## config.mk

```make
export PLATFORM = sky130hd
export DESIGN_NAME = operand_bypass_scoreboard
export DESIGN_NICKNAME = d
export VERILOG_FILES = /design/src/rtl/operand_bypass_scoreboard_pkg.sv /design/src/rtl/operand_fwd_sel.sv /design/src/rtl/operand_bypass_scoreboard.sv
export SDC_FILE = /design/constraint.sdc
export NUM_CORES = 1
export LEC_CHECK = 0
export BUFFER_PORTS_ARGS = -buffer_cell sky130_fd_sc_hd__clkbuf_2
export CAP_MARGIN = 5
export CORE_MARGIN = 2
export CORE_UTILIZATION = 35
export CTS_BUF_LIST = sky130_fd_sc_hd__clkbuf_8
export CTS_CLUSTER_DIAMETER = 60
export CTS_CLUSTER_SIZE = 30
export DETAILED_ROUTE_END_ITERATION = 10
export PLACE_DENSITY_LB_ADDON = 0.12
export SLEW_MARGIN = 10
export SYNTH_ARGS = -nofsm -noshare
export SYNTH_HDL_FRONTEND = slang
export SYNTH_SLANG_ARGS = --single-unit
```

## constraint.sdc

```tcl
create_clock -name clk -period 2.3 [get_ports clk]
set_clock_uncertainty 0.15 [all_clocks]
set_input_delay 0 -clock clk [delete_from_list [all_inputs] [get_ports clk]]
set_output_delay 0 -clock clk [all_outputs]
set_load 0.05 [all_outputs]
```

## src/rtl/operand_bypass_scoreboard_pkg.sv

```systemverilog
// Shared types and defaults for the ID/EX operand bypass and busy scoreboard.
// Latency: n/a (types only). Backpressure: n/a.
// Slot helper gives the LSB of packed slot k of width w.
package operand_bypass_scoreboard_pkg;

  localparam int XLEN_DEF     = 32;
  localparam int NUM_REGS_DEF = 32;
  localparam int RA_W_DEF     = $clog2(NUM_REGS_DEF);

  typedef enum logic [2:0] {
    ZERO,
    EXM,
    MWB,
    CMP,
    RF
  } fwd_src_e;

  function automatic int slot_lsb(input int slot, input int width);
    return slot * width;
  endfunction

endpackage

```

## src/rtl/operand_fwd_sel.sv

```systemverilog
// Per-slot forwarding priority mux: x0, EX/MEM, MEM/WB, completion, regfile.
// Latency: combinational. Backpressure: none, pure function of its inputs.
module operand_fwd_sel
  import operand_bypass_scoreboard_pkg::*;
#(
  parameter int XLEN = XLEN_DEF,
  parameter int RA_W = RA_W_DEF
) (
  input  logic [RA_W-1:0] src,
  input  logic [XLEN-1:0] rf_data,
  input  logic            exm_valid,
  input  logic            exm_we,
  input  logic [RA_W-1:0] exm_rd,
  input  logic [XLEN-1:0] exm_data,
  input  logic            mwb_valid,
  input  logic            mwb_we,
  input  logic [RA_W-1:0] mwb_rd,
  input  logic [XLEN-1:0] mwb_data,
  input  logic            cmp_valid,
  input  logic [RA_W-1:0] cmp_rd,
  input  logic [XLEN-1:0] cmp_data,
  output logic [XLEN-1:0] data,
  output fwd_src_e        sel
);

  always_comb begin
    sel  = RF;
    data = rf_data;
    if (src == '0) begin
      sel  = ZERO;
      data = '0;
    end else if (exm_valid && exm_we && (exm_rd == src)) begin
      sel  = EXM;
      data = exm_data;
    end else if (mwb_valid && mwb_we && (mwb_rd == src)) begin
      sel  = MWB;
      data = mwb_data;
    end else if (cmp_valid && (cmp_rd == src)) begin
      sel  = CMP;
      data = cmp_data;
    end
  end

endmodule

```

## src/rtl/operand_bypass_scoreboard.sv

```systemverilog
// Operand bypass, long-latency busy scoreboard, issue stall and stall watchdog.
// Latency: forward/stall combinational, busy visible one cycle after set/clear.
// Backpressure: stall holds ID; optional perf counters behind FWD_PERF_EN.
module operand_bypass_scoreboard
  import operand_bypass_scoreboard_pkg::*;
#(
  parameter  int XLEN     = XLEN_DEF,
  parameter  int NUM_SRC  = 2,
  parameter  int NUM_REGS = NUM_REGS_DEF,
  parameter  int WDOG_CYC = 1024,
  localparam int RA_W     = $clog2(NUM_REGS)
) (
  input  logic                    clk,
  input  logic                    rst,
  input  logic                    iss_valid,
  input  logic [NUM_SRC*RA_W-1:0] iss_src,
  input  logic [NUM_SRC-1:0]      iss_src_en,
  input  logic [RA_W-1:0]         iss_rd,
  input  logic                    iss_we,
  input  logic                    iss_long,
  input  logic [NUM_SRC*RA_W-1:0] ex_src,
  input  logic [NUM_SRC*XLEN-1:0] rf_data,
  input  logic                    exm_valid,
  input  logic                    exm_we,
  input  logic [RA_W-1:0]         exm_rd,
  input  logic [XLEN-1:0]         exm_data,
  input  logic                    mwb_valid,
  input  logic                    mwb_we,
  input  logic [RA_W-1:0]         mwb_rd,
  input  logic [XLEN-1:0]         mwb_data,
  input  logic                    cmp_valid,
  input  logic [RA_W-1:0]         cmp_rd,
  input  logic [XLEN-1:0]         cmp_data,
  output logic [NUM_SRC*XLEN-1:0] fwd_data,
  output logic                    stall,
  output logic [NUM_REGS-1:0]     busy,
  output logic                    hang_err
`ifdef FWD_PERF_EN
  ,
  output logic [31:0]             perf_stall_cyc,
  output logic [31:0]             perf_fwd_exm,
  output logic [31:0]             perf_fwd_mwb,
  output logic [31:0]             perf_fwd_cmp
`endif
);

  localparam int WD_W = $clog2(WDOG_CYC);
  localparam logic [WD_W-1:0] WD_MAX = WD_W'(WDOG_CYC - 1);

  fwd_src_e                slot_sel [NUM_SRC];
  logic [NUM_REGS-1:1]     busy_q;
  logic [WD_W-1:0]         wd_cnt;
  logic                    raw_hit;
  logic                    waw_hit;
  logic                    sb_set;

  for (genvar k = 0; k < NUM_SRC; k++) begin : g_slot
    operand_fwd_sel #(.XLEN(XLEN), .RA_W(RA_W)) u_sel (
      .src       (ex_src[slot_lsb(k, RA_W) +: RA_W]),
      .rf_data   (rf_data[slot_lsb(k, XLEN) +: XLEN]),
      .exm_valid (exm_valid),
      .exm_we    (exm_we),
      .exm_rd    (exm_rd),
      .exm_data  (exm_data),
      .mwb_valid (mwb_valid),
      .mwb_we    (mwb_we),
      .mwb_rd    (mwb_rd),
      .mwb_data  (mwb_data),
      .cmp_valid (cmp_valid),
      .cmp_rd    (cmp_rd),
      .cmp_data  (cmp_data),
      .data      (fwd_data[slot_lsb(k, XLEN) +: XLEN]),
      .sel       (slot_sel[k])
    );

    a_x0_zero: assert property (@(posedge clk) disable iff (!rst)
      (ex_src[slot_lsb(k, RA_W) +: RA_W] == '0) |-> (slot_sel[k] == ZERO));
  end

  assign busy = {busy_q, 1'b0};

  // A completion landing this cycle releases the RAW; the bypass supplies the value.
  always_comb begin
    raw_hit = 1'b0;
    for (int k = 0; k < NUM_SRC; k++) begin
      if (iss_src_en[k] && busy[iss_src[k*RA_W +: RA_W]] &&
          !(cmp_valid && (cmp_rd == iss_src[k*RA_W +: RA_W])))
        raw_hit = 1'b1;
    end
  end

  assign waw_hit = iss_we && (iss_rd != '0) && busy[iss_rd];
  assign stall   = iss_valid && (raw_hit || waw_hit);
  assign sb_set  = iss_valid && iss_we && iss_long && (iss_rd != '0) && !stall;

  // Set beats clear on the same register: the issuing producer is younger.
  always_ff @(posedge clk or negedge rst) begin
    if (!rst) begin
      busy_q <= '0;
    end else begin
      for (int r = 1; r < NUM_REGS; r++) begin
        if (sb_set && (iss_rd == RA_W'(r)))
          busy_q[r] <= 1'b1;
        else if (cmp_valid && (cmp_rd == RA_W'(r)))
          busy_q[r] <= 1'b0;
      end
    end
  end

  always_ff @(posedge clk or negedge rst) begin
    if (!rst) begin
      wd_cnt   <= '0;
      hang_err <= 1'b0;
    end else if (!stall) begin
      wd_cnt <= '0;
    end else begin
      if (wd_cnt != WD_MAX)
        wd_cnt <= wd_cnt + 1'b1;
      else
        hang_err <= 1'b1;
    end
  end

`ifdef FWD_PERF_EN
  logic any_exm;
  logic any_mwb;
  logic any_cmp;

  always_comb begin
    any_exm = 1'b0;
    any_mwb = 1'b0;
    any_cmp = 1'b0;
    for (int k = 0; k < NUM_SRC; k++) begin
      if (slot_sel[k] == EXM) any_exm = 1'b1;
      if (slot_sel[k] == MWB) any_mwb = 1'b1;
      if (slot_sel[k] == CMP) any_cmp = 1'b1;
    end
  end

  always_ff @(posedge clk or negedge rst) begin
    if (!rst) begin
      perf_stall_cyc <= '0;
      perf_fwd_exm   <= '0;
      perf_fwd_mwb   <= '0;
      perf_fwd_cmp   <= '0;
    end else begin
      if (stall   && (perf_stall_cyc != '1)) perf_stall_cyc <= perf_stall_cyc + 1'b1;
      if (any_exm && (perf_fwd_exm   != '1)) perf_fwd_exm   <= perf_fwd_exm + 1'b1;
      if (any_mwb && (perf_fwd_mwb   != '1)) perf_fwd_mwb   <= perf_fwd_mwb + 1'b1;
      if (any_cmp && (perf_fwd_cmp   != '1)) perf_fwd_cmp   <= perf_fwd_cmp + 1'b1;
    end
  end
`endif

endmodule

```

Word-level counts from Yosys, hierarchy flattened. Cells that the tools add are included.

Word-level logic and storage cells: 312. Bits in registers: 42.

Mux-type cells: 80. Bitwise operators: 1. Magnitude comparators: 3. $add $sub $neg: 1. Reductions and logical operators: 122. Equality and inequality tests: 72.

Operators with widths (number): 32-bit 2-to-1 mux (8); 5-bit equality test, second input constant (32); 1-bit logical AND (83); 5-bit by 4-bit equality test with 1-bit output, second input constant (16); 1-bit 2-to-1 mux (67); 2-bit nonzero test (31); 5-bit by 3-bit equality test with 1-bit output, second input constant (8); 5-bit equality test (8); 5-bit by 2-bit equality test with 1-bit output, second input constant (4); 10-bit 2-to-1 mux (2); 5-bit by 6-bit less-than comparator with 1-bit output, second input constant (3); 1-bit binary-select mux with 5-bit select (3); 10-bit by 1-bit adder with 10-bit output, second input constant (1); 5-bit by 1-bit equality test with 1-bit output, second input constant (2); 5-bit zero test (2); 10-bit != test, second input constant (1); 5-bit nonzero test (1); 1-bit zero test (3); 2-bit by 1-bit != test with 1-bit output, second input constant (1); 2-bit AND reduction (1); 1-bit logical OR (1); 1-bit NOT (1).

Logic depth before layout (Yosys ltp). Gate-level depths: netlist (run 1).

Depth in word-level cells: 12. Depth in mapped cells: 10.

By module. A second synthesis (run 1) with hierarchy kept.

Cells, all modules: 704. Area, all modules: 6282.3 um^2.

By module, submodules not included: operand_bypass_scoreboard (area each 3231.8 um^2, cells each 330, times used 1, seq. area each 1051.0 um^2); operand_fwd_sel (area each 1525.2 um^2, cells each 187, times used 2, seq. area each 0.0 um^2).

Least setup slack after synthesis (run 1). OpenSTA, ideal clock, no wires.

Kind: register to output. From: register busy_q[6] in the netlist's numbering. To: output port stall. Cell stages (with the launch flop): 8. Required time: 2.150 ns. Arrival: 2.593 ns. Path slack: -0.443 ns. Cells stage by stage: dfrtp_1 -> mux2i_1 -> a211oi_1 -> a2111oi_0 -> or4b_4 -> o311ai_4 -> clkbuf_2 -> and2_1.

Longest elaborated chain between the ends: 8. Elaborated cells between the ends (all ways): 15. Those cells by class: 8 x mux; 7 x reduce/logical.

Ends and longest elaborated chain: start: declaration (RTL line operand_bypass_scoreboard.sv:51) `logic [NUM_REGS-1:1] busy_q;`; start signal: assignment (RTL line operand_bypass_scoreboard.sv:99) `busy_q <= '0;`; start signal: indexed assignment (RTL line operand_bypass_scoreboard.sv:103) `busy_q[r] <= 1'b1;`; start signal: indexed assignment (RTL line operand_bypass_scoreboard.sv:105) `busy_q[r] <= 1'b0;`; 1-bit binary-select mux with 5-bit select (RTL line operand_bypass_scoreboard.sv:86) `if (iss_src_en[k] && busy[iss_src[k*RA_W +: RA_W]] &&`; 1-bit 2-to-1 mux (not written as such) (RTL line operand_bypass_scoreboard.sv:86); 1-bit logical AND (2 in series) (RTL line operand_bypass_scoreboard.sv:86); 1-bit 2-to-1 mux (2 in series) (RTL line operand_bypass_scoreboard.sv:86); 1-bit logical OR (*) (RTL line operand_bypass_scoreboard.sv:93) `assign stall = iss_valid && (raw_hit || waw_hit);`; 1-bit logical AND (*) (RTL line operand_bypass_scoreboard.sv:93); end: declaration (RTL line operand_bypass_scoreboard.sv:35) `output logic stall,`.

Mark *: on every way between the ends. The rest lies on a longest branch, timed or not. The select of a mux whose other input is x is not followed.

Worst setup path after layout (run 1).
From: register busy_q[18] in the netlist's numbering. To: output port stall.

Same word-level chain as after synthesis.

==> results of run 1 <==
## layer usage
metal	up-vias	track usage (%)	share of wire, %
li1	3434	-	-
met1	3338	34.4	39
met2	341	46.9	49
met3	50	6.03	8.9
met4	0	9.61	2.9
met5	-	0	0
## worst max path at each step
stage,start,endpoint,slack [ns],depth (start not counted)
3_3_place_gp,busy_q[1]$_DFFE_PN0P_,busy_q[16]$_DFFE_PN0P_,-0.22,6
5_1_grt,busy_q[18]$_DFFE_PN0P_,stall,-0.45,9
4_1_cts,busy_q[13]$_DFFE_PN0P_,stall,-0.38,9
3_5_place_dp,busy_q[5]$_DFFE_PN0P_,busy_q[18]$_DFFE_PN0P_,-0.25,7
6_report,busy_q[18]$_DFFE_PN0P_,stall,-0.37,8
2_1_floorplan,busy_q[6]$_DFFE_PN0P_,stall,-0.08,7
## flip-flops by register name (all words and copies together) (netlist names)
register and flops:
wd_cnt 10, busy_q 31, hang_err 1
## critical path, stage by stage, from the launching register on
cell and delay, ns:
dfrtp_2 0.40, buf_4 0.12, mux4_2 0.22, nor3b_1 0.04
o21ai_0 0.17, or4b_4 0.49, o311ai_4 0.39, and2_4 0.23
buf_8 0.14
## through the flow
stage / util, % / std cells / power, uW / hold WS [ns]
floorplan: - / 749 / 1950 / -0.446
finish: 55.1 / 1307 / 3280 / 0.0214
global placement: 53.2 / 1286 / 2680 / -0.0207
CTS: 54.6 / 1301 / 3250 / 0.0214
global route: 55.1 / 1307 / 3440 / 0.0323
detailed placement: 53.2 / 1286 / 2690 / -0.0176
## synthesized netlist by cell type, drive strengths merged (2+ instances only)
master | n | area [um2]
and3 | 13 | 81.3
nand4b | 2 | 17.5
mux2i | 70 | 701
nand3 | 22 | 110
or4 | 4 | 30.0
nor4 | 6 | 37.5
nor4b | 2 | 17.5
mux4 | 16 | 360
clkbuf | 44 | 169
nor3b | 2 | 15.0
xor2 | 24 | 210
nand3b | 3 | 22.5
xnor2 | 22 | 193
a21oi | 68 | 340
mux2 | 8 | 90.1
o41ai | 2 | 17.5
buf | 20 | 124
nor2 | 151 | 567
a2111oi | 2 | 17.5
and2 | 2 | 12.5
o32ai | 2 | 17.5
inv | 8 | 30.0
o22ai | 2 | 12.5
nand2b | 11 | 68.8
nor3 | 11 | 55.1
dfrtp | 42 | 1050
nand4 | 8 | 50.1
a211oi | 65 | 488
or2 | 4 | 25.0
nor2b | 2 | 12.5
o21ai | 66 | 330
nand2 | 32 | 120
## power groups by stage
stage,Sequential (uW),Combinational [uW],Clock [uW]
after global placement,858,1820,0
after global routing,855,2030,556
after detailed placement,861,1830,0
after floorplan,1050,900,0
after CTS,846,1880,525
final,847,1910,519
## layout make-up
| class | instances | area (um2) | share of cell area, % |
|---|---|---|---|
| Timing Repair Buffer | 402 | 2540 | 30.1 |
| Antenna cell | 1 | 2.50 | 0.0297 |
| Sequential cell | 42 | 1090 | 12.9 |
| Inverter | 9 | 33.8 | 0.401 |
| Tap cell | 211 | 264 | 3.13 |
| Clock inverter | 3 | 25.0 | 0.297 |
| Clock buffer | 5 | 68.8 | 0.816 |
| Multi-Input combinational cell | 634 | 4410 | 52.3 |
## cell families after synthesis
kind of cell / after synthesis
buffers and inverters: 73
multiplexers: 94
AO/OA/AOI/OAI: 216
other: 1
AND/OR/NAND/NOR: 276
flip-flops: 42
adder cells (fa/ha/maj): 1
XOR/XNOR: 46
## what timing repair did
item	in CTS	in global routing
hold buffers	3	0
setup buffers	4	6
endpoints found under the setup margin	43	44
pin swaps	0	6
hold endpoints to repair	45	0
gates resized for setup	27	27
==> run summary, run 1 <==
OUTCOME
----------------------------------------------------------------------------------------
Run status ................................................................ complete, but fails checks
Failing checks ............................................................ setup timing

YOSYS
----------------------------------------------------------------------------------------
Post-synthesis compound-gate area fraction ................................        23.9%
Mean Syn Cell Area ........................................................     7.38 um2
Adder-cell area share of the yosys netlist ................................       0.226%
Sequential area share after synthesis .....................................        19.0%
Distinct cells, synth .....................................................           50
Synth Net Count ...........................................................          962
Count of flip-flops with a built-in enable after synthesis ................            0
Post-Synth Simple-Gate Area ...............................................        22.7%
Fraction of synthesized cell area in xor and xnor cells ...................        7.29%
Number of synthesized register bits .......................................           42
Number of instances in the synthesized netlist ............................          749
Warnings, synthesis .......................................................            0
Fraction of registers with async set/reset ................................         100%
Primary FF master, synth ..................................................      dfrtp_1
Dominant combinational cell family by area after synthesis ................ compound AO/OA/AOI/OAI gates
Post-Synthesis Cell Area ..................................................  0.00553 mm2
Multiplexer share of the synthesized area .................................        20.8%

POWER
----------------------------------------------------------------------------------------
Sequential share of power .................................................        25.8%
Combinational share of power ..............................................        58.3%
Switching power ...........................................................      1530 uW
Switching power as a share of total power .................................        46.6%
Part of the power in the clock network ....................................        15.8%
Internal power consumption ................................................      1750 uW
Static leakage power ......................................................   0.00382 uW
Power density relative to cell area .......................................   389 mW/mm2
Worst VDD drop ............................................................     0.309 mV

PLACED DESIGN
----------------------------------------------------------------------------------------
DP Area ...................................................................  0.00814 mm2
# port buffers ............................................................          308
Post-DP HPWL ..............................................................      19.4 mm
Place WS ..................................................................    -0.248 ns
Placer Congestion .........................................................        0.941

FLOW RUN
----------------------------------------------------------------------------------------
Number of violations of the max-capacitance limit .........................            0

TIMING
----------------------------------------------------------------------------------------
Tightest slew margin relative to the limit ................................        46.1%
Period Utilization, post-route ............................................         116%
Final worst setup slack ...................................................    -0.374 ns
Max Freq ..................................................................      374 MHz
Max-slew violation count ..................................................            0
Final total negative setup slack ..........................................    -11.39 ns
Number of failing hold endpoints at the final stage .......................            0
Worst slew pin tran .......................................................     0.809 ns
Final setup violation count ...............................................           43
Setup repair after global routing missed its margin .......................          yes
Post-layout minimum cycle time ............................................      2.67 ns

FLOORPLANNING
----------------------------------------------------------------------------------------
Die Ht ....................................................................       130 um
Area enclosed by the die boundary .........................................   0.0168 mm2
Die width .................................................................       130 um
Number of placed I/O pins .................................................          310
Starting utilization of the core area .....................................        36.1%
Cell Rows .................................................................           45
CORE AREA .................................................................   0.0153 mm2

SETUP PATH
----------------------------------------------------------------------------------------
Crit end category .........................................................  output port
Minimum setup slack among reg-to-reg paths ................................     -0.32 ns
Depth of the most critical reg-to-reg path ................................           10
Kind of start point of the critical path ..................................     register
Critical Path AT ..........................................................      2.52 ns
Crit Reg-Reg Endpoint ..................................................... wd_cnt[0]$_DFFE_PN0N_
Setup Crit Path Kind ......................................................      reg2out
WP data required ..........................................................      2.15 ns
Launch point of the worst reg-to-reg path ................................. busy_q[18]$_DFFE_PN0P_
Highest net fanout along the worst path ...................................            3

CLOCK NETWORK
----------------------------------------------------------------------------------------
Sink count of the clock tree ..............................................           42
Bufs on Longest Clock Path ................................................            2
Number of clock buffers inserted by TritonCTS .............................            5
H-tree Lvls ...............................................................            2
Root Buffer ...............................................................     clkbuf_8
CTS clock-pin slew for the worst setup and hold paths .....................      0.09 ns
Clock latency at the later pin of the worst-skew pair .....................      0.31 ns
CTS tree ..................................................................         done

FINAL LAYOUT
----------------------------------------------------------------------------------------
Final Cell Area ...........................................................  0.00843 mm2
FILL cells ................................................................         1547
Number of nets in the final layout ........................................         1307
Most common cell after layout, fill and taps aside ........................     clkbuf_2
Layout Area Growth over Synthesis .........................................        52.6%
Proportion of layout cells with a drive suffix above 1 ....................        50.3%
Commonest non-fill, non-tap cells in the layout ........................... 298 x clkbuf_2, 89 x nor2_1, 77 x buf_4

MIN PATH
----------------------------------------------------------------------------------------
Startpoint of the most critical hold path .................................    iss_rd[0]
Class of the worst hold path ..............................................       in2reg
Hold Path Depth ...........................................................            5
End point of the worst hold path .......................................... busy_q[11]$_DFFE_PN0P_

DETAILED ROUTING
----------------------------------------------------------------------------------------
DRC violation count after routing .........................................            0
Average wire per cell in the routed design ................................      18.7 um
Number of search-and-repair iterations in the first detailed-routing pass .            7
Number of DRC violations after detailed-routing iteration 0 ...............          382
Detail Route Antenna Nets .................................................            0
Via count .................................................................         7163
Average via count per standard cell .......................................         5.48
Routed wire length ........................................................      24.4 mm

GLOBAL ROUTING
----------------------------------------------------------------------------------------
Global-route usage over all layers ........................................        27.5%
Via count of the first global-routing pass ................................         6711
Overall overflow remaining after global route .............................            0
Global-route wire length before repair ....................................      36.2 mm
Initial antenna violation count ...........................................            1
Maximum number of pins on one net before global-route repair ..............           65

Note: power is estimated with default switching activity, not from simulation.
==> run 2: changes to the inputs <==
Settings changed: CAP_MARGIN 5 to not set, SKIP_LAST_GASP set to 1.
==> run summary, run 2 (synthesis results as in run 1) <==
TIMING
----------------------------------------------------------------------------------------
Final worst setup slack ...................................................    -0.375 ns   was -0.374 ns
Setup repair after global routing missed its margin .......................          yes   unchanged
Max-slew violation count ..................................................            0   unchanged
Worst hold-check slack ....................................................    0.0303 ns   was 0.0214 ns
Number of failing hold endpoints at the final stage .......................            0   unchanged
Worst slew pin tran .......................................................     0.810 ns   was 0.809 ns
Post-layout minimum cycle time ............................................      2.68 ns   was 2.67 ns
Final setup violation count ...............................................           43   unchanged
Period Utilization, post-route ............................................         116%   about the same
Max Freq ..................................................................      374 MHz   about the same
Tightest slew margin relative to the limit ................................        46.0%   was 46.1%

PLACED DESIGN
----------------------------------------------------------------------------------------
Place WS ..................................................................    -0.248 ns   unchanged
Total placed cells including tap cells ....................................         1286   unchanged
Post-DP HPWL ..............................................................      19.4 mm   unchanged
Placer Congestion .........................................................        0.941   unchanged
# port buffers ............................................................          308   unchanged
DP Area ...................................................................  0.00814 mm2   unchanged

FINAL LAYOUT
----------------------------------------------------------------------------------------
Layout Area Growth over Synthesis .........................................        52.1%   was 52.6%
Commonest non-fill, non-tap cells in the layout ........................... 298 x clkbuf_2, 89 x nor2_1, 78 x buf_4   was 298 x clkbuf_2, 89 x nor2_1, 77 x buf_4
Registers with the most flip-flops ........................................ busy_q: 31 flops, wd_cnt: 10 flops, hang_err: 1 flops   unchanged
Most common cell after layout, fill and taps aside ........................     clkbuf_2   unchanged
Proportion of layout cells with a drive suffix above 1 ....................        49.8%   was 50.3%
Final Cell Area ...........................................................  0.00841 mm2   was 0.00843 mm2
Max reg flops .............................................................           31   unchanged
Number of nets in the final layout ........................................         1307   unchanged
Non-filler instance count after layout ....................................         1307   unchanged
Largest register by flop count ............................................       busy_q   unchanged

DETAILED ROUTING
----------------------------------------------------------------------------------------
Number of search-and-repair iterations in the first detailed-routing pass .            6   was 7
Average via count per standard cell .......................................         5.46   was 5.48
Routed wire length ........................................................      24.4 mm   about the same
Detail Route Antenna Nets .................................................            0   unchanged
Average wire per cell in the routed design ................................      18.7 um   about the same
DRC violation count after routing .........................................            0   unchanged
Number of DRC violations after detailed-routing iteration 0 ...............          385   was 382
Via count .................................................................         7136   was 7163

CLOCK NETWORK
----------------------------------------------------------------------------------------
CTS tree ..................................................................         done   unchanged
Sink count of the clock tree ..............................................           42   unchanged
Number of clock buffers inserted by TritonCTS .............................            5   unchanged
Bufs on Longest Clock Path ................................................            2   unchanged
CTS clock-pin slew for the worst setup and hold paths .....................      0.09 ns   about the same
Root Buffer ...............................................................     clkbuf_8   unchanged
H-tree Lvls ...............................................................            2   unchanged
Clock latency at the later pin of the worst-skew pair .....................      0.31 ns   about the same

POWER
----------------------------------------------------------------------------------------
Power density relative to cell area .......................................   389 mW/mm2   about the same
Final Power ...............................................................      3270 uW   was 3280 uW
Combinational share of power ..............................................        58.2%   was 58.3%
Internal power consumption ................................................      1750 uW   about the same
Switching power ...........................................................      1520 uW   was 1530 uW
Sequential share of power .................................................        25.9%   was 25.8%
Part of the power in the clock network ....................................        15.9%   was 15.8%
Switching power as a share of total power .................................        46.5%   was 46.6%
Worst VDD drop ............................................................     0.308 mV   was 0.309 mV
Static leakage power ......................................................   0.00381 uW   was 0.00382 uW

FLOORPLANNING
----------------------------------------------------------------------------------------
Number of placed I/O pins .................................................          310   unchanged
Cell Rows .................................................................           45   unchanged
Area enclosed by the die boundary .........................................   0.0168 mm2   unchanged
Die width .................................................................       130 um   unchanged
Die Ht ....................................................................       130 um   unchanged
CORE AREA .................................................................   0.0153 mm2   unchanged
Starting utilization of the core area .....................................        36.1%   unchanged

SETUP PATH
----------------------------------------------------------------------------------------
Kind of start point of the critical path ..................................     register   unchanged
Crit path cell chain ...................................................... buf_4, mux4_2, nor3b_1, o21ai_0, or4b_4, o311ai_4, and2_4, buf_8   unchanged
CP max stage cell .........................................................       or4b_4   unchanged
Top Family by Delay on Critical Path ...................................... simple AND/OR/NAND/NOR gates   unchanged
WP data required ..........................................................      2.15 ns   about the same
Setup Crit Path Kind ......................................................      reg2out   unchanged
Number of buffer and inverter stages on the critical path .................            2   unchanged
Critical Path AT ..........................................................      2.53 ns   was 2.52 ns
Crit end category .........................................................  output port   unchanged
Highest net fanout along the worst path ...................................            3   unchanged
Max incr delay on CP ......................................................      0.49 ns   about the same

GLOBAL ROUTING
----------------------------------------------------------------------------------------
Global-route wire length before repair ....................................      36.2 mm   unchanged
Initial antenna violation count ...........................................            1   unchanged
Maximum number of pins on one net before global-route repair ..............           65   unchanged
Global-route usage over all layers ........................................        27.5%   unchanged
Via count of the first global-routing pass ................................         6711   unchanged
Overall overflow remaining after global route .............................            0   unchanged

OUTCOME
----------------------------------------------------------------------------------------
Failing checks ............................................................ setup timing   unchanged
Run status ................................................................ complete, but fails checks   unchanged

FLOW RUN
----------------------------------------------------------------------------------------
Number of violations of the max-capacitance limit .........................            0   unchanged

MIN PATH
----------------------------------------------------------------------------------------
Class of the worst hold path ..............................................       in2reg   unchanged

==> run 2: changes by cell type in the layout (fill, tap and decap cells not counted) <==
cell,previous run,this run
o21ai_0,36,45
o21ai_2,11,5
o21ai_1,19,16
buf_4,77,78
buf_6,4,3
==> run 2: power groups by stage <==
stage	Combinational, uW	Sequential, uW	Clock [uW]
floorplan	900	1050	0
global placement	1820	858	0
detailed placement	1830	861	0
CTS	1880	846	525
global route	2020	855	556
finish	1900	847	519
==> run 2: final timing paths <==
check / start / to / slack [ns] / cells after the start
min: iss_long / busy_q[16]$_DFFE_PN0P_ / 0.03 / 4
max reg2reg: busy_q[18]$_DFFE_PN0P_ / wd_cnt[0]$_DFFE_PN0N_ / -0.32 / 10
min in group asynchronous: rst / busy_q[22]$_DFFE_PN0P_ / 0.16 / 2
min reg2reg: hang_err$_DFFE_PN0P_ / hang_err$_DFFE_PN0P_ / 0.33 / 1
max: busy_q[18]$_DFFE_PN0P_ / stall / -0.38 / 8
max in group asynchronous: rst / hang_err$_DFFE_PN0P_ / 1.19 / 3
==> run 2: layout make-up <==
cell class | count | area (um2)
Antenna cell | 1 | 2.50
Clock buffer | 5 | 68.8
Clock inverter | 3 | 25.0
Fill cell | 1555 | 6910
Inverter | 9 | 33.8
Multi-Input combinational cell | 634 | 4390
Sequential cell | 42 | 1090
Tap cell | 211 | 264
Timing Repair Buffer | 402 | 2540
==> run 2: metrics by stage <==
stage          util (%)  TNS (ns)
2_1_floorplan         -     -2.61
3_3_place_gp       53.2     -7.00
3_5_place_dp       53.2     -7.35
4_1_cts            54.6    -12.07
5_1_grt            54.9    -15.99
6_report           54.9    -11.44
==> run 2: worst reg2reg max path, stage by stage (launching register included) <==
cell      delay [ns]
dfrtp_2         0.44
buf_6           0.12
mux4_2          0.47
nor2_1          0.12
nor3_1          0.06
nor4_1          0.29
nand3b_1        0.19
o311ai_4        0.16
buf_4           0.22
buf_12          0.13
and3_1          0.16
==> run 2: repair_timing <==
action / CTS / global route
setup buffers: 4 / 6
pin swaps: 0 / 5
hold buffers: 3 / 0
hold endpoints to repair: 45 / 0
setup endpoints to repair: 43 / 44
resized for setup: 27 / 11
==> run 2: routing by layer <==
layer | vias up | wire (um) | GRT usage, %
met4 | 0 | 748 | 9.61
met5 | - | 0 | 0
met3 | 54 | 2110 | 6.03
met2 | 328 | 12000 | 46.9
met1 | 3325 | 9620 | 34.4
li1 | 3429 | - | -
==> run 3: changes to the inputs <==
Settings changed: ABC_AREA set to 1.
==> run summary, run 3 <==
GLOBAL ROUTING
----------------------------------------------------------------------------------------
Via count of the first global-routing pass ................................         8440   was 6711
Overall overflow remaining after global route .............................            0   unchanged
Initial antenna violation count ...........................................            1   unchanged
Maximum number of pins on one net before global-route repair ..............           65   unchanged
Global-route usage over all layers ........................................        28.8%   was 27.5%
Global-route wire length before repair ....................................      46.7 mm   was 36.2 mm

YOSYS
----------------------------------------------------------------------------------------
Post-Synthesis Cell Area ..................................................  0.00672 mm2   was 0.00553 mm2
Number of instances in the synthesized netlist ............................         1259   was 749
Synth top cells by count .................................................. 400 x nand2_1, 245 x inv_1, 135 x nand3_1, 74 x a21oi_1, 74 x nor2_1   was 151 x nor2_1, 70 x mux2i_1, 68 x a21oi_1, 65 x a211oi_1, 64 x o21ai_0
Warnings, synthesis .......................................................            0   unchanged
Share of Yosys cell area claimed by the top area cell type ................        22.3%   was 19.0%
Synth Net Count ...........................................................         1472   was 962
Fraction of registers with async set/reset ................................         100%   unchanged
Most repeated cell in the gate-level netlist after synthesis ..............      nand2_1   was nor2_1
Count of flip-flops with a built-in enable after synthesis ................            0   unchanged
Sequential area share after synthesis .....................................        15.6%   was 19.0%
Largest cells by area after synthesis ..................................... nand2_1 22%, dfrtp_1 16%, inv_1 14%   was dfrtp_1 19%, mux2i_1 13%, nor2_1 10%
Number of synthesized register bits .......................................           42   unchanged
Primary FF master, synth ..................................................      dfrtp_1   unchanged
Dominant cell type by area after synthesis ................................      nand2_1   was dfrtp_1
Distinct cells, synth .....................................................           37   was 50
Mean Syn Cell Area ........................................................     5.34 um2   was 7.38 um2

SETUP PATH
----------------------------------------------------------------------------------------
Launch point of the worst reg-to-reg path ................................. busy_q[8]$_DFFE_PN0P_   was busy_q[18]$_DFFE_PN0P_
Critical Path AT ..........................................................      2.00 ns   was 2.53 ns
Highest net fanout along the worst path ...................................            3   unchanged
Setup Crit Path Kind ......................................................      reg2out   unchanged
Crit end category .........................................................  output port   unchanged
Crit path cell chain ...................................................... buf_4, nand2_1, o21ai_0, nand2_1, nand2_1, nor2_1, nand2_1, nand3_2, nand3_4, nand2_1, inv_1, buf_4   was buf_4, mux4_2, nor3b_1, o21ai_0, or4b_4, o311ai_4, and2_4, buf_8
Critical path launch point ................................................ busy_q[8]$_DFFE_PN0P_   was busy_q[18]$_DFFE_PN0P_
Most Frequent Cell on Critical Path .......................................      nand2_1
Kind of start point of the critical path ..................................     register   unchanged
CP max stage cell .........................................................      dfrtp_1   was or4b_4
WP data required ..........................................................      2.15 ns   about the same
Max incr delay on CP ......................................................      0.41 ns   was 0.49 ns

TIMING
----------------------------------------------------------------------------------------
Number of failing hold endpoints at the final stage .......................            0   unchanged
Final worst setup slack ...................................................     0.149 ns   was -0.375 ns
Worst hold-check slack ....................................................    0.0256 ns   was 0.0303 ns
Period Utilization, post-route ............................................        93.5%   was 116%
Post-layout minimum cycle time ............................................      2.15 ns   was 2.68 ns
Max Freq ..................................................................      465 MHz   was 374 MHz
Final total negative setup slack ..........................................         0 ns   was -11.44 ns
Final setup violation count ...............................................            0   was 43
Worst slew pin tran .......................................................     0.705 ns   was 0.810 ns
Max-slew violation count ..................................................            0   unchanged
Tightest slew margin relative to the limit ................................        52.9%   was 46.0%

DETAILED ROUTING
----------------------------------------------------------------------------------------
Average via count per standard cell .......................................         5.23   was 5.46
Number of DRC violations after detailed-routing iteration 0 ...............          869   was 385
Via count .................................................................         9265   was 7136
Routed wire length ........................................................      30.8 mm   was 24.4 mm
DRC violation count after routing .........................................            0   unchanged
Total length of routed met2 wires .........................................      14.3 mm   was 12.0 mm
Met3 Wirelength ...........................................................      2.92 mm   was 2.11 mm
Detail Route Antenna Nets .................................................            0   unchanged
Length of routed wiring on met1 ...........................................      12.3 mm   was 9.62 mm
Top layer in use ..........................................................         met5   was met4
Number of search-and-repair iterations in the first detailed-routing pass .            6   unchanged
Average wire per cell in the routed design ................................      17.4 um   was 18.7 um

FINAL LAYOUT
----------------------------------------------------------------------------------------
Layout Area Growth over Synthesis .........................................        32.0%   was 52.1%
Count of inserted antenna diode cells .....................................            0   was 1
Commonest non-fill, non-tap cells in the layout ........................... 400 x nand2_1, 288 x clkbuf_2, 245 x inv_1   was 298 x clkbuf_2, 89 x nor2_1, 78 x buf_4
Largest register by flop count ............................................       busy_q   unchanged
Non-filler instance count after layout ....................................         1770   was 1307
Registers with the most flip-flops ........................................ busy_q: 31 flops, wd_cnt: 10 flops, hang_err: 1 flops   unchanged
Area taken by multi-input logic gates .....................................  0.00432 mm2   was 0.00439 mm2
Area taken by flip-flops and latches ......................................  0.00105 mm2   was 0.00109 mm2
Max reg flops .............................................................           31   unchanged
FILL cells ................................................................         2069   was 1555
Proportion of layout cells with a drive suffix above 1 ....................        25.3%   was 49.8%
Most common cell after layout, fill and taps aside ........................      nand2_1   was clkbuf_2
Number of nets in the final layout ........................................         1748   was 1307

PLACED DESIGN
----------------------------------------------------------------------------------------
# port buffers ............................................................          308   unchanged
Place WS ..................................................................    0.0862 ns   was -0.248 ns
Placer Congestion .........................................................        0.983   was 0.941
Post-DP HPWL ..............................................................      23.5 mm   was 19.4 mm
Total placed cells including tap cells ....................................         1757   was 1286

FLOORPLANNING
----------------------------------------------------------------------------------------
Number of placed I/O pins .................................................          310   unchanged
Cell Rows .................................................................           50   was 45
Die width .................................................................       143 um   was 130 um
Die Ht ....................................................................       143 um   was 130 um
Area enclosed by the die boundary .........................................   0.0203 mm2   was 0.0168 mm2
Starting utilization of the core area .....................................        35.8%   was 36.1%
CORE AREA .................................................................   0.0188 mm2   was 0.0153 mm2

POWER
----------------------------------------------------------------------------------------
Worst VDD drop ............................................................     0.325 mV   was 0.308 mV
Static leakage power ......................................................   0.00542 uW   was 0.00381 uW
Power density relative to cell area .......................................   382 mW/mm2   was 389 mW/mm2

CLOCK NETWORK
----------------------------------------------------------------------------------------
H-tree Lvls ...............................................................            2   unchanged
CTS clock-pin slew for the worst setup and hold paths .....................      0.09 ns   about the same
Post-CTS setup-driven buffer insertion count ..............................            0   was 4
Bufs on Longest Clock Path ................................................            2   unchanged
Root Buffer ...............................................................     clkbuf_8   unchanged
Clock latency at the later pin of the worst-skew pair .....................      0.31 ns   about the same
Number of clock buffers inserted by TritonCTS .............................            5   unchanged
Sink count of the clock tree ..............................................           42   unchanged
CTS tree ..................................................................         done   unchanged

MIN PATH
----------------------------------------------------------------------------------------
Class of the worst hold path ..............................................       in2reg   unchanged
Startpoint of the most critical hold path .................................    iss_rd[3]   was iss_long

FLOW RUN
----------------------------------------------------------------------------------------
Number of violations of the max-capacitance limit .........................            0   unchanged

OUTCOME
----------------------------------------------------------------------------------------
Run status ................................................................ finished, final reports clean   was complete, but fails checks

[run 3: area by class of cell]
type / count / share of cell area (%)
multi-input combinational: 891 / 48.8
timing repair buffer: 341 / 24.1
sequential: 42 / 11.8
inverter: 254 / 10.7
tap: 234 / 3.30
clock buffer: 5 / 0.776
clock inverter: 3 / 0.451
[run 3: report_power, final]
| group | internal (uW) | switching, uW | total (uW) |
|---|---|---|---|
| clock network | 320 | 294 | 614 |
| registers | 786 | 64.0 | 850 |
| logic | 611 | 1310 | 1920 |
[run 3: logic make-up (layout without fill, tap and decap cells)]
kind of cell               count (synthesis)  count (layout)  synth area share [%]
and+or+nand+nor                          663             663                  42.8
buffers and inverters                    326             603                  20.4
AOI/OAI and AO/OA                        209             209                  18.7
DFF                                       42              42                  15.6
xor gates and xnor gates                  16              16                  2.09
adders and majority gates                  1               1                 0.186
other                                      1               1                0.0558
muxes                                      1               1                 0.168
[run 3: per-layer routing]
| layer | up-vias | track usage [%] |
|---|---|---|
| met5 | - | 0 |
| met4 | 2 | 11.2 |
| met3 | 77 | 4.64 |
| met2 | 509 | 47.0 |
| met1 | 4157 | 38.1 |
| li1 | 4520 | - |
[run 3: timing repair]
item,4_1_cts,5_1_grt
hold buffers,5,0
endpoints found under the hold margin,56,0
endpoints found under the setup margin,0,1
gates resized for setup,0,6
[run 3: final timing paths]
kind                                     endpoint  slack, ns  cells past startpoint
max                                         stall       0.15                     12
min in group asynchronous  busy_q[26]$_DFFE_PN0P_       0.13                      3
max reg2reg                busy_q[25]$_DFFE_PN0P_       0.24                     13
max in group asynchronous  busy_q[23]$_DFFE_PN0P_       0.87                      3
min reg2reg                  hang_err$_DFFE_PN0P_       0.34                      2
min                        busy_q[17]$_DFFE_PN0P_       0.03                      6
[run 3: worst max-delay path, delay by kind of cell (launching register included)]
kind            cells  cell delay [ns]
compound gates      1             0.11
flops               1             0.41
simple gates        8             0.79
buf+inv             3             0.37
[run 3: metrics by stage]
stage	area [um2]	power [uW]	utilization [%]
global route	8870	3580	47.3
global placement	8690	2760	46.3
floorplan	6720	2040	-
CTS	8850	3390	47.2
finish	8870	3390	47.3
detailed placement	8690	2760	46.3
